<file path="src/rtl/calc_engine_param.sv">
// Calculator engine: debounced push-button launches one arithmetic op.
// MUL/DIV/MOD iterate WIDTH cycles; the other ops finish in a single cycle.
module calc_engine_param #(
  parameter int WIDTH   = 8,
  parameter int DEB_CNT = 1000000
) (
  input  logic                 clk,
  input  logic                 rst,
  input  logic                 button,
  input  logic [2:0]           func,
  input  logic [WIDTH-1:0]     num1,
  input  logic [WIDTH-1:0]     num2,
  output logic                 busy,
  output logic                 done,
  output logic [2*WIDTH-1:0]   cal_result,
  output logic                 flag_neg,
  output logic                 flag_error
);

  localparam int RW = 2 * WIDTH;
  localparam int CW = $clog2(DEB_CNT);
  localparam int IW = $clog2(WIDTH);

  localparam logic [2:0] F_ADD = 3'd0;
  localparam logic [2:0] F_SUB = 3'd1;
  localparam logic [2:0] F_MUL = 3'd2;
  localparam logic [2:0] F_DIV = 3'd3;
  localparam logic [2:0] F_MOD = 3'd4;
  localparam logic [2:0] F_AND = 3'd5;
  localparam logic [2:0] F_OR  = 3'd6;
  localparam logic [2:0] F_ACC = 3'd7;

  typedef enum logic [1:0] {
    S_IDLE,
    S_CALC,
    S_DONE
  } state_t;

  state_t state, state_nx;

  logic          sync1, sync2;
  logic          deb;
  logic [CW-1:0] deb_cnt;
  logic          deb_hit;
  logic          press;

  assign deb_hit = (sync2 != deb) && (deb_cnt == CW'(DEB_CNT - 1));
  assign press   = deb_hit && sync2;

  always_ff @(posedge clk or negedge rst) begin
    if (!rst) begin
      sync1   <= 1'b0;
      sync2   <= 1'b0;
      deb     <= 1'b0;
      deb_cnt <= '0;
    end else begin
      sync1 <= button;
      sync2 <= sync1;
      if (sync2 == deb) begin
        deb_cnt <= '0;
      end else if (deb_hit) begin
        deb     <= ~deb;
        deb_cnt <= '0;
      end else begin
        deb_cnt <= deb_cnt + 1'b1;
      end
    end
  end

  logic             is_iter;
  logic [2:0]       op;
  logic [IW-1:0]    iter;
  logic             last_iter;
  logic [RW-1:0]    prod, prod_nx;
  logic [RW-1:0]    mcand;
  logic [WIDTH-1:0] mplier;
  logic [WIDTH-1:0] rem, rem_nx;
  logic [WIDTH-1:0] quo, quo_nx;
  logic [WIDTH-1:0] dvs;
  logic [WIDTH:0]   trial;
  logic [WIDTH-1:0] trial_sub;
  logic             trial_ge;
  logic [RW-1:0]    fin_res;

  assign is_iter = (func == F_MUL) ||
                   (((func == F_DIV) || (func == F_MOD)) && (num2 != '0));
  assign last_iter = (iter == IW'(WIDTH - 1));

  // One restoring-division step and one shift-add step per CALC cycle
  always_comb begin
    trial     = {rem, quo[WIDTH-1]};
    trial_ge  = trial >= {1'b0, dvs};
    trial_sub = trial[WIDTH-1:0] - dvs;
    rem_nx    = trial_ge ? trial_sub : trial[WIDTH-1:0];
    quo_nx    = {quo[WIDTH-2:0], trial_ge};
    prod_nx   = mplier[0] ? prod + mcand : prod;
    if (op == F_MUL)
      fin_res = prod_nx;
    else if (op == F_DIV)
      fin_res = {{WIDTH{1'b0}}, quo_nx};
    else
      fin_res = {{WIDTH{1'b0}}, rem_nx};
  end

  logic [RW-1:0] sres;
  logic          sneg;
  logic          serr;
  logic [RW:0]   acc_sum;

  always_comb begin
    sres    = '0;
    sneg    = 1'b0;
    serr    = 1'b0;
    acc_sum = {1'b0, cal_result} + {{(WIDTH + 1){1'b0}}, num2};
    case (func)
      F_ADD: sres = {{WIDTH{1'b0}}, num1} + {{WIDTH{1'b0}}, num2};
      F_SUB: begin
        if (num1 >= num2) begin
          sres = {{WIDTH{1'b0}}, num1 - num2};
        end else begin
          sres = {{WIDTH{1'b0}}, num2 - num1};
          sneg = 1'b1;
        end
      end
      F_AND: sres = {{WIDTH{1'b0}}, num1 & num2};
      F_OR:  sres = {{WIDTH{1'b0}}, num1 | num2};
      F_ACC: begin
        if (flag_neg || flag_error) begin
          serr = 1'b1;
        end else begin
          sres = acc_sum[RW-1:0];
          serr = acc_sum[RW];
        end
      end
      // Only a zero divisor reaches here as a single-cycle op
      default: serr = 1'b1;
    endcase
  end

  always_ff @(posedge clk or negedge rst) begin
    if (!rst) state <= S_IDLE;
    else      state <= state_nx;
  end

  always_comb begin
    state_nx = state;
    unique case (state)
      S_IDLE: begin
        if (press) state_nx = is_iter ? S_CALC : S_DONE;
      end
      S_CALC: begin
        if (last_iter) state_nx = S_DONE;
      end
      S_DONE:  state_nx = S_IDLE;
      default: state_nx = S_IDLE;
    endcase
  end

  assign busy = (state == S_CALC);
  assign done = (state == S_DONE);

  always_ff @(posedge clk or negedge rst) begin
    if (!rst) begin
      op         <= F_ADD;
      iter       <= '0;
      prod       <= '0;
      mcand      <= '0;
      mplier     <= '0;
      rem        <= '0;
      quo        <= '0;
      dvs        <= '0;
      cal_result <= '0;
      flag_neg   <= 1'b0;
      flag_error <= 1'b0;
    end else if (state == S_IDLE && press) begin
      op     <= func;
      iter   <= '0;
      prod   <= '0;
      mcand  <= {{WIDTH{1'b0}}, num1};
      mplier <= num2;
      rem    <= '0;
      quo    <= num1;
      dvs    <= num2;
      if (!is_iter) begin
        cal_result <= sres;
        flag_neg   <= sneg;
        flag_error <= serr;
      end
    end else if (state == S_CALC) begin
      iter   <= iter + 1'b1;
      prod   <= prod_nx;
      mcand  <= mcand << 1;
      mplier <= mplier >> 1;
      rem    <= rem_nx;
      quo    <= quo_nx;
      if (last_iter) begin
        cal_result <= fin_res;
        flag_neg   <= 1'b0;
        flag_error <= 1'b0;
      end
    end
  end

endmodule

</file>
<file path="config.mk">
export PLATFORM = sky130hd
export DESIGN_NAME = calc_engine_param
export DESIGN_NICKNAME = d
export VERILOG_FILES = /design/src/rtl/calc_engine_param.sv
export SDC_FILE = /design/constraint.sdc
export NUM_CORES = 1
export LEC_CHECK = 0
export ABC_CLOCK_PERIOD_IN_PS = 2600
export BUFFER_PORTS_ARGS = -buffer_cell sky130_fd_sc_hd__buf_2
export CORE_MARGIN = 4
export CORE_UTILIZATION = 45
export DETAILED_ROUTE_END_ITERATION = 7
export PLACE_DENSITY = 0.75
export SYNTH_ARGS = -nofsm -noshare
export SYNTH_HDL_FRONTEND = slang
export SYNTH_SLANG_ARGS = --single-unit
</file>
<file path="constraint.sdc">
create_clock -name clk -period 2.6 [get_ports clk]
set_clock_uncertainty 0.1 [all_clocks]
set_input_delay 0 -clock clk [delete_from_list [all_inputs] [get_ports clk]]
set_output_delay 0 -clock clk [all_outputs]
set_load 0.05 [all_outputs]
</file>
After elaboration in Yosys (flattened, before gate mapping):

Index checks and enable logic that the tools add are counted.
Widths: inputs -> output; s select.

* mux-type cells: 39
* bitwise logic cells: 4
* add/sub/neg operators: 8
* reductions and logical operators: 16
* equality and inequality tests: 18
* magnitude comparators: 2

Operator list (count)
* $mux 16: 11
* $pmux 16 s5: 1
* $mux 8: 9
* $mux 20: 2
* $sub 8x8->8: 3
* $add 20x1->20 const B: 1
* $eq 20x20->1 const B: 1
* $add 16x8->17: 1
* $add 16x16->16: 1
* $eq 3x3->1 const B: 5
* $eq 3x2->1 const B: 4
* $add 8x8->9: 1
* $ge 9x8->1: 1
* $mux 1: 9
* $and 8x8->8: 1
* $ge 8x8->1: 1
* $or 8x8->8: 1
* $reduce_bool 8->1: 1
* $mux 2: 3
* $mux 3: 2
* $logic_and 1x1->1: 4
* $ne 2x2->1 const B: 2
* $pmux 2 s2: 1
* $reduce_and 2->1: 2
* other kinds (15): 19

* output and inout port bits: 20
* input port bits: 22
* logic and storage cells: 103
* flip-flop bits (word level): 113

Logic depth before layout (Yosys ltp):

Gate-level depths: netlist (run 1).

* depth in word-level cells: 7
* depth in mapped cells: 13
* mapped depth without buffers: 12

Least setup slack after synthesis (run 1):

Ideal clock, no wire load.

* path type: register to register
* start point: register cal_result[1]
* end point: register cal_result[15]
* required time: 2369 ps
* buffers on the path: 0
* slack: -253 ps
* library setup time: 131 ps
* clock period less this slack: 2853 ps
* stages on the path, launching flop included: 10
* arrival time: 2622 ps
* path through: dfrtp_1 ha_1 a21o_1 a211o_1 a2111oi_0 or2_2 o21ai_0 mux2i_1 nor3_1 or3_1

* word-level cells in the longest chain between the ends: 5

Ends and longest elaborated chain
* start: declaration: RTL line 15 `output logic [2*WIDTH-1:0] cal_result,`
* start signal: assignment: RTL line 185 `cal_result <= sres;`
* start signal: assignment: RTL line 197 `cal_result <= fin_res;`
* $add 16x8->17: RTL line 114 `acc_sum = {1'b0, cal_result} + {{(WIDTH + 1){1'b0}}, num2};`
* $mux 16: RTL line 128 `if (flag_neg || flag_error) begin`
* $pmux 16 s5: RTL line 115 `case (func)`
* $mux 16: RTL line 184 `if (!is_iter) begin`
* $mux 16: RTL line 175 `end else if (state == S_IDLE && press) begin`

No other way between the ends. The select of a mux whose other input is x is not followed.
A chain may end at the register's enable or synchronous reset.

Worst setup path in the final report (run 1):

* start point: register prod[0]
* end point: register cal_result[14]

* word-level cells in the longest chain between the ends: 6

Ends and longest elaborated chain
* start: declaration: RTL line 74 `logic [RW-1:0] prod, prod_nx;`
* start signal: assignment: RTL line 191 `prod <= prod_nx;`
* $add 16x16->16: RTL line 96 `prod_nx = mplier[0] ? prod + mcand : prod;`
* $mux 16: RTL line 96
* $mux 16: RTL line 97 `if (op == F_MUL)`
* $mux 16: RTL line 196 `if (last_iter) begin`
* $mux 16: RTL line 189 `end else if (state == S_CALC) begin`
* $mux 16: RTL line 175

No other way between the ends. The select of a mux whose other input is x is not followed.

==> results.json, run 1 <==
{
  "status": "complete, but fails checks",
  "violations": "negative hold slack, negative setup slack",
  "synth_top_area_cell": "dfrtp_1",
  "grt_pass1_wl_mm": 37.4,
  "drt_pre_antenna_iters": 5,
  "synth_nets": 1012,
  "power_mw": 6.41,
  "pwr-share-seq_pct": 31.1,
  "pin_count": 42,
  "dp_hpwl_mm": 16.6,
  "antenna_cells": 0,
  "synth_warnings": 0,
  "ctsRootBufferMaster": "clkbuf_16",
  "power_density_nw_per_um2": 619,
  "dieArea_um2": 19800,
  "clkTransAtPathRegs_ps": 60,
  "pwr-share-comb_pct": 26.5,
  "overflow": 0,
  "worst_slack_ps": -158,
  "cts_sinks": 113,
  "antenna_found_initial": 0,
  "ys_seq_area_share_pct": 35.7,
  "yosys-top-cells-area": "dfrtp_1, ha_1, nand2_1",
  "grt_use_total_pct": 23.4,
  "post-place-cells": 1251,
  "portBuffers": 41,
  "finalCritPeriodShare_pct": 106,
  "final_layout_size_suffix_gt1_share_pct": 24.0,
  "hp-class": "input port to async pin",
  "intPower_mw": 4.52,
  "utilization_pct": 59.9,
  "setup_viol": 10,
  "cts_tree": "built",
  "via_count": 7552,
  "multi_input_comb_area_um2": 5070,
  "finalHoldViolations": 8,
  "p_switching_mw": 1.88,
  "syn_to_final_growth_pct": 30.8,
  "fin_nets": 1167,
  "cts_inserted_buffers": 17,
  "ys_ff_latch": 113,
  "ys_types": 66,
  "ff_latch_area_um2": 2830,
  "end_kind": "register",
  "async_flop_share_pct": 100,
  "wire_per_inst_um": 17.9,
  "rows": 48,
  "drc": 0,
  "grt_max_degree": 81,
  "final_max_slew_viol_count": 0,
  "worstPathMaxFanout": 2,
  "core_area_um2": 17300,
  "synth_cells": 919,
  "rsz0062_at_grt": "yes",
  "via_per_inst": 5.76,
  "maxCapViolCount": 0,
  "pwr-share-clk_pct": 42.4,
  "peakVddDrop_uv": 454,
  "worst-endpoint-arrival_ps": 2940,
  "place_congestion": 0.961,
  "synth_area_um2": 7920,
  "die_h_um": 141,
  "start_util_pct": 45.8,
  "htreeDepth": 4,
  "dieWidth_um": 141,
  "drt_iter0_markers": 699,
  "drt_wl_total_mm": 23.5,
  "sw_frac_of_total_pct": 29.4,
  "synth.most_common_cell": "nand2_1",
  "synthTopCellsByCount": "nand2_1, dfrtp_1, o21ai_0",
  "synth_flop_cell": "dfrtp_1",
  "yosys.area.top_type_share_pct": 35.7,
  "clock_path_buffers": 2,
  "p_leak_nw": 4.77,
  "start_kind": "register",
  "r2r_slack_ps": -160,
  "worstPathRequired_ps": 2780,
  "min_period_ps": 2760,
  "slew_headroom_pct": 36.4,
  "hold_slack_ps": -2.81,
  "ant_nets": 0,
  "instances_no_fill": 1312,
  "setup_tns_ps": -621,
  "grt_pass1_vias": 7407,
  "nFillCells": 1433,
  "syn_area_per_cell_um2": 8.62,
  "fmax_mhz": 363,
  "critPathKind": "register to register",
  "synth_edf_count": 0,
  "clk_latency_ps": 420,
  "tightest_slew_ps": 952
}
## layer usage
metal,routed length [µm],vias to the layer above,global-route usage (%),share of wire (%)
met5,0,-,0,0
met4,694,0,8.57,3.0
met3,1640,53,6.21,7.0
met2,11100,301,37.9,47
met1,9980,3601,30.3,43
li1,-,3597,-,-
## per-stage QoR
| step | instance area [µm²] | worst slack (ps) |
|---|---|---|
| after floorplan | 7950 | -78.3 |
| after global placement | 9080 | -119 |
| after detailed placement | 9080 | -177 |
| after CTS | 10100 | -159 |
| after global routing | 10400 | -270 |
| final | 10400 | -158 |
## registers in the layout (all words and copies together), names as in the netlist
register    cells
prod           16
flag_error      1
iter            3
quo             8
sync1           1
flag_neg        1
deb_cnt        20
dvs             8
sync2           1
state           2
deb             1
rem             8
cal_result     16
mplier          8
mcand          16
op              3
## final cells by class
type                       instances  area share (%)
tap                              225            2.72
sequential                       113            27.3
inverter                          49            1.82
timing repair buffer             177            12.6
clock buffer                      19            4.37
multi-input combinational        716            48.9
clock inverter                    13            2.24
## power by group through the flow
stage	logic (mW)	clock network [mW]	registers (mW)
3_3_place_gp	1.46	0	2.01
2_1_floorplan	0.987	0	2.02
5_1_grt	1.87	2.82	2.01
4_1_cts	1.57	2.73	1.99
3_5_place_dp	1.49	0	2.01
6_report	1.70	2.71	1.99
## repair_timing
item	4_1_cts	5_1_grt
setup buffers	8	5
gates resized for setup	30	39
endpoints found under the hold margin	136	0
setup endpoints to repair	19	24
pin swaps	26	21
hold buffers	16	0
## path summary, 6_finish.rpt
| kind | start | depth (start not counted) | to |
|---|---|---|---|
| max | prod[0] | 10 | cal_result[14] |
| min | rst | 3 | deb_cnt[3] |
| max reg2reg | prod[0] | 10 | cal_result[14] |
| min reg2reg | sync1 | 0 | sync2 |
| max in group asynchronous | rst | 3 | cal_result[1] |
| min in group clk | num1[4] | 4 | quo[4] |
## cell families (layout without fill, tap and decap cells)
kind of cell	after synthesis	after routing	synth area share (%)
multiplexers	19	19	2.40
flip-flops	113	113	35.7
buffers and inverters	90	258	4.52
adder cells (fa/ha/maj)	71	71	11.8
AO/OA/AOI/OAI	258	258	21.3
XOR/XNOR	53	53	5.86
AND/OR/NAND/NOR	315	315	18.4
## cell usage in the layout (no fill, tap or decap), drive strengths merged, types with 20 or more instances in the layout
cell type / netlist / final
a21oi: 57 / 57
nor2: 65 / 65
nand2: 129 / 129
o21ai: 76 / 76
xor2: 23 / 23
dfrtp: 113 / 113
nand3: 30 / 30
inv: 48 / 49
ha: 65 / 65
buf: 14 / 162
xnor2: 30 / 30
nor3: 20 / 20
## worst max-delay path: stages, from the launching register on
cell	delay (ps)
dfrtp_1	380
ha_2	210
fa_2	350
a211oi_2	250
o21ai_1	80
a31o_2	260
a211o_1	300
a211o_1	290
o21ai_2	70
xor2_1	210
o221ai_1	130
(Power assumes the default switching activity.)
==> inputs of run 2 (changes only) <==
==> constraint.sdc (replaced) <==
create_clock -name clk -period 2.6 [get_ports clk]
set_clock_uncertainty 0.1 [all_clocks]
set_input_delay 0 -clock clk [delete_from_list [all_inputs] [get_ports clk]]
set_output_delay 0 -clock clk [all_outputs]
set_load 0.005 [all_outputs]
==> results.json, run 2 (same netlist as run 1, synthesis figures left out) <==
{
  "pin_count": 42,
  "critical_path.max_stage_delay_ps": 380,
  "nFillCells": 1448,
  "drc": 0,
  "overflow": 0,
  "path_cells": "ha_2 > fa_2 > a211oi_2 > o21ai_1 > a31o_2 > a211o_1 > a211o_1 > o21ai_2 > xor2_1 > o221ai_1",
  "power_density_nw_per_um2": 600,
  "ant_nets": 0,
  "end_kind": "register",
  "status": "complete, but fails checks",
  "clk_latency_ps": 420,
  "cts_sinks": 113,
  "clkTransAtPathRegs_ps": 60,
  "min_period_ps": 2760,
  "grt_pass1_vias": 7636,
  "slew_headroom_pct": 41.6,
  "p_leak_nw": 4.82,
  "cts_inserted_buffers": 17,
  "hp-class": "input port to async pin",
  "worstPathMaxFanout": 2,
  "critical_path.slowest_cell": "dfrtp_1",
  "finalHoldViolations": 0,
  "worst-endpoint-arrival_ps": 2950,
  "setup_viol": 11,
  "rows": 48,
  "drt_iter0_markers": 913,
  "worstPathRequired_ps": 2780,
  "final_common_cell": "nand2_1",
  "clock_path_buffers": 2,
  "start_kind": "register",
  "start_util_pct": 45.8,
  "drt_pre_antenna_iters": 6,
  "ff_latch_area_um2": 2830,
  "final_layout_size_suffix_gt1_share_pct": 23.4,
  "grt_max_degree": 51,
  "fin_nets": 1166,
  "wire_per_inst_um": 18.5,
  "finalCritPeriodShare_pct": 106,
  "grt_use_total_pct": 24.0,
  "crit_buf_inv": 0,
  "grt_pass1_wl_mm": 38.1,
  "via_count": 7852,
  "fmax_mhz": 362,
  "ctsRootBufferMaster": "clkbuf_16",
  "setup_tns_ps": -703,
  "dp_hpwl_mm": 16.8,
  "die_h_um": 141,
  "largest_reg_flops": 20,
  "instances_no_fill": 1311,
  "critPathKind": "register to register",
  "dieArea_um2": 19800,
  "worst_slack_ps": -161,
  "layout_common_cells": "nand2_1, dfrtp_1, buf_4",
  "place_congestion": 0.976,
  "drt_wl_total_mm": 24.2,
  "htreeDepth": 4,
  "peakVddDrop_uv": 483,
  "crit_top_cell": "a211o_1",
  "critPathTopFamily": "compound AO/OA/AOI/OAI gates",
  "regMostFlops": "deb_cnt",
  "core_area_um2": 17300,
  "antenna_found_initial": 0,
  "dieWidth_um": 141,
  "rsz0062_at_grt": "yes",
  "final_max_slew_viol_count": 0,
  "violations": "negative setup slack",
  "cts_tree": "built",
  "post-place-cells": 1243,
  "maxCapViolCount": 0,
  "multi_input_comb_area_um2": 5070,
  "via_per_inst": 5.99,
  "tightest_slew_ps": 874,
  "pre_cts_ws_ps": -177,
  "syn_to_final_growth_pct": 31.4,
  "portBuffers": 41
}
run 2: power by group:
group / switching (mW) / internal (mW)
Combinational: 0.891 / 0.807
Clock: 0.849 / 1.70
Sequential: 0.110 / 1.89
Total: 1.85 / 4.39
run 2: timing repair:
item	CTS	global route
resized for setup	25	71
hold endpoints to repair	142	0
hold buffers	19	0
setup endpoints to repair	15	60
pin swaps	10	33
buffers inserted	9	12
run 2: layer usage:
layer | track usage (%) | vias to the layer above | share of wire (%)
li1 | - | 3591 | -
met1 | 31.3 | 3775 | 41
met2 | 38.1 | 389 | 47
met3 | 4.78 | 97 | 7.9
met4 | 11.7 | 0 | 4.3
met5 | 0 | - | 0
run 2: area by class of cell:
class                   count  area share (%)
diodes                      1          0.0240
multi-input cells         716            48.7
repair buffers            176            13.4
well taps                 225            2.71
clock buffers              22            4.65
clock inverters             9            1.48
flip-flops and latches    113            27.2
inverters                  49            1.82
run 2: final timing paths:
path | from | end | slack [ps] | cells after the start
hold reg to reg | sync1 | sync2 | 260 | 0
max in group asynchronous | rst | prod[8] | 1660 | 3
min in group clk | num2[2] | mplier[2] | 70 | 4
setup / recovery | mcand[0] | cal_result[14] | -160 | 10
hold / removal | rst | deb_cnt[8] | 7 | 2
setup reg to reg | mcand[0] | cal_result[14] | -160 | 10
run 2: metrics by stage:
step	cell area [µm²]	util (%)	hold WS [ps]	total power, mW
after CTS	10000	58.0	11.2	6.12
final	10400	60.2	7.15	6.24
after global placement	9030	52.2	-71.5	3.43
after floorplan	7940	-	-396	2.98
after global routing	10400	60.1	56.5	6.52
after detailed placement	9030	52.2	-80.1	3.47
==> inputs of run 3 (changes only) <==
Settings changed: PLACE_DENSITY 0.75 to 0.71, TNS_END_PERCENT from default to 5.
==> results.json, run 3 (same netlist as run 1, synthesis figures left out) <==
{
  "status": "complete, but fails checks",
  "violations": "negative hold slack, negative setup slack",
  "grt_pass1_wl_mm": 36.8,
  "pre_cts_ws_ps": -236,
  "rows": 48,
  "setup_viol": 8,
  "critical_path.slowest_cell": "dfrtp_1",
  "hp-class": "input port to register",
  "grt_pass1_vias": 7276,
  "start_kind": "register",
  "setup_tns_ps": -819,
  "worstHoldPathCells": 4,
  "dp_hpwl_mm": 16.9,
  "via_count": 7353,
  "drt_iter0_markers": 618,
  "hold_end": "quo[5]",
  "r2r_slack_ps": -200,
  "drc": 0,
  "antenna_cells": 0,
  "cts_tree": "built",
  "dieArea_um2": 19800,
  "nFillCells": 1516,
  "wire_per_inst_um": 17.4,
  "cts_inserted_buffers": 17,
  "utilization_pct": 56.7,
  "worstPathRequired_ps": 2780,
  "hold_path.startpoint": "num1[5]",
  "layout_common_cells": "nand2_1, dfrtp_1, buf_4",
  "clk_latency_ps": 420,
  "fin_nets": 1143,
  "critPathKind": "register to register",
  "antenna_found_initial": 0,
  "reg2reg_depth": 10,
  "hold_slack_ps": -3.51,
  "via_per_inst": 5.72,
  "power_density_nw_per_um2": 588,
  "peakVddDrop_uv": 420,
  "largest_reg_flops": 20,
  "die_h_um": 141,
  "placed_area_um2": 8990,
  "pin_count": 42,
  "maxCapViolCount": 0,
  "post-place-cells": 1238,
  "worst_slack_ps": -201,
  "min_period_ps": 2800,
  "rsz0062_at_grt": "yes",
  "p_leak_nw": 4.58,
  "instances_no_fill": 1285,
  "finalHoldViolations": 1,
  "end_kind": "register",
  "final_common_cell": "nand2_1",
  "core_area_um2": 17300,
  "place_congestion": 0.976,
  "fmax_mhz": 357,
  "worst-endpoint-arrival_ps": 2980,
  "start_util_pct": 45.8,
  "final_layout_size_suffix_gt1_share_pct": 18.7,
  "final_max_slew_viol_count": 0,
  "clkTransAtPathRegs_ps": 50,
  "clock_path_buffers": 2,
  "drt_pre_antenna_iters": 5,
  "drt_wl_total_mm": 22.3,
  "syn_to_final_growth_pct": 23.9,
  "cts_sinks": 113,
  "path_cells": "ha_2 > fa_2 > a211oi_2 > o21ai_1 > a31o_2 > a211o_1 > a211o_1 > o21ai_1 > xor2_1 > o221ai_1",
  "grt_use_total_pct": 23.0,
  "ctsRootBufferMaster": "clkbuf_16",
  "regMostFlops": "deb_cnt",
  "portBuffers": 41,
  "stdcell_area_um2": 9810,
  "worstPathMaxFanout": 3,
  "tightest_slew_ps": 716,
  "htreeDepth": 4,
  "ant_nets": 0,
  "overflow": 0,
  "finalCritPeriodShare_pct": 108,
  "slew_headroom_pct": 52.2,
  "r2r_end": "cal_result[14]",
  "grt_max_degree": 59,
  "r2r-start": "mcand[0]",
  "critical_path.max_stage_delay_ps": 380,
  "dieWidth_um": 141
}
## run 3: cell types whose count changed in the layout (fill, tap and decap cells not counted), moves of 4 or more
cell,delta
a21oi_1,+6
a21oi_2,-5
a22oi_1,+4
a22oi_2,-4
buf_2,+6
buf_4,-11
buf_6,-13
dlymetal6s4s_1,-6
ha_1,+6
ha_4,-4
o21ai_0,+7
## run 3: per-stage QoR
stage               total power [mW]  hold WS [ps]
floorplan                       2.98          -396
global placement                3.42          -149
detailed placement              3.45          -142
CTS                             5.74          8.42
global route                    6.05          30.0
finish                          5.77         -3.51
## run 3: critical path: cells and delay by family, from the launching register on
kind            cells  cell delay [ps]
fa+ha+maj           2              560
xor+xnor            1              210
flops               1              380
compound gates      7             1420
## run 3: worst max path at each step
| stage | start | to | slack, ps | depth (start not counted) |
|---|---|---|---|---|
| 2_1_floorplan | mcand[0] | cal_result[14] | -80 | 10 |
| 4_1_cts | mcand[0] | cal_result[14] | -180 | 10 |
| 6_report | mcand[0] | cal_result[14] | -200 | 10 |
| 3_5_place_dp | mcand[0] | cal_result[14] | -240 | 10 |
| 5_1_grt | mcand[0] | cal_result[14] | -320 | 10 |
| 3_3_place_gp | mcand[0] | cal_result[14] | -160 | 10 |
## run 3: power by group
group,internal (mW),switching (mW)
logic,0.719,0.820
clock network,1.46,0.781
registers,1.89,0.101
## run 3: repair_timing
action / 4_1_cts / 5_1_grt
hold buffers: 16 / 0
endpoints found under the hold margin: 135 / 0
setup buffers: 1 / 1
cloned: 0 / 0
setup endpoints to repair: 10 / 29
resized for setup: 5 / 13
pin swaps: 7 / 4
## run 3: metal layers
layer | GRT usage, % | part of all wire, %
met5 | 0 | 0
met2 | 37.2 | 47
met1 | 31.0 | 45
met4 | 8.57 | 2.9
met3 | 4.24 | 5.3
## run 3: layout make-up
| cell class | count | area [µm²] | share of cell area, % |
|---|---|---|---|
| Clock inverter | 7 | 85.1 | 0.867 |
| Clock buffer | 22 | 474 | 4.83 |
| Inverter | 49 | 189 | 1.93 |
| Tap cell | 225 | 282 | 2.87 |
| Sequential cell | 113 | 2830 | 28.8 |
| Multi-Input combinational cell | 716 | 4830 | 49.2 |
| Timing Repair Buffer | 153 | 1130 | 11.5 |
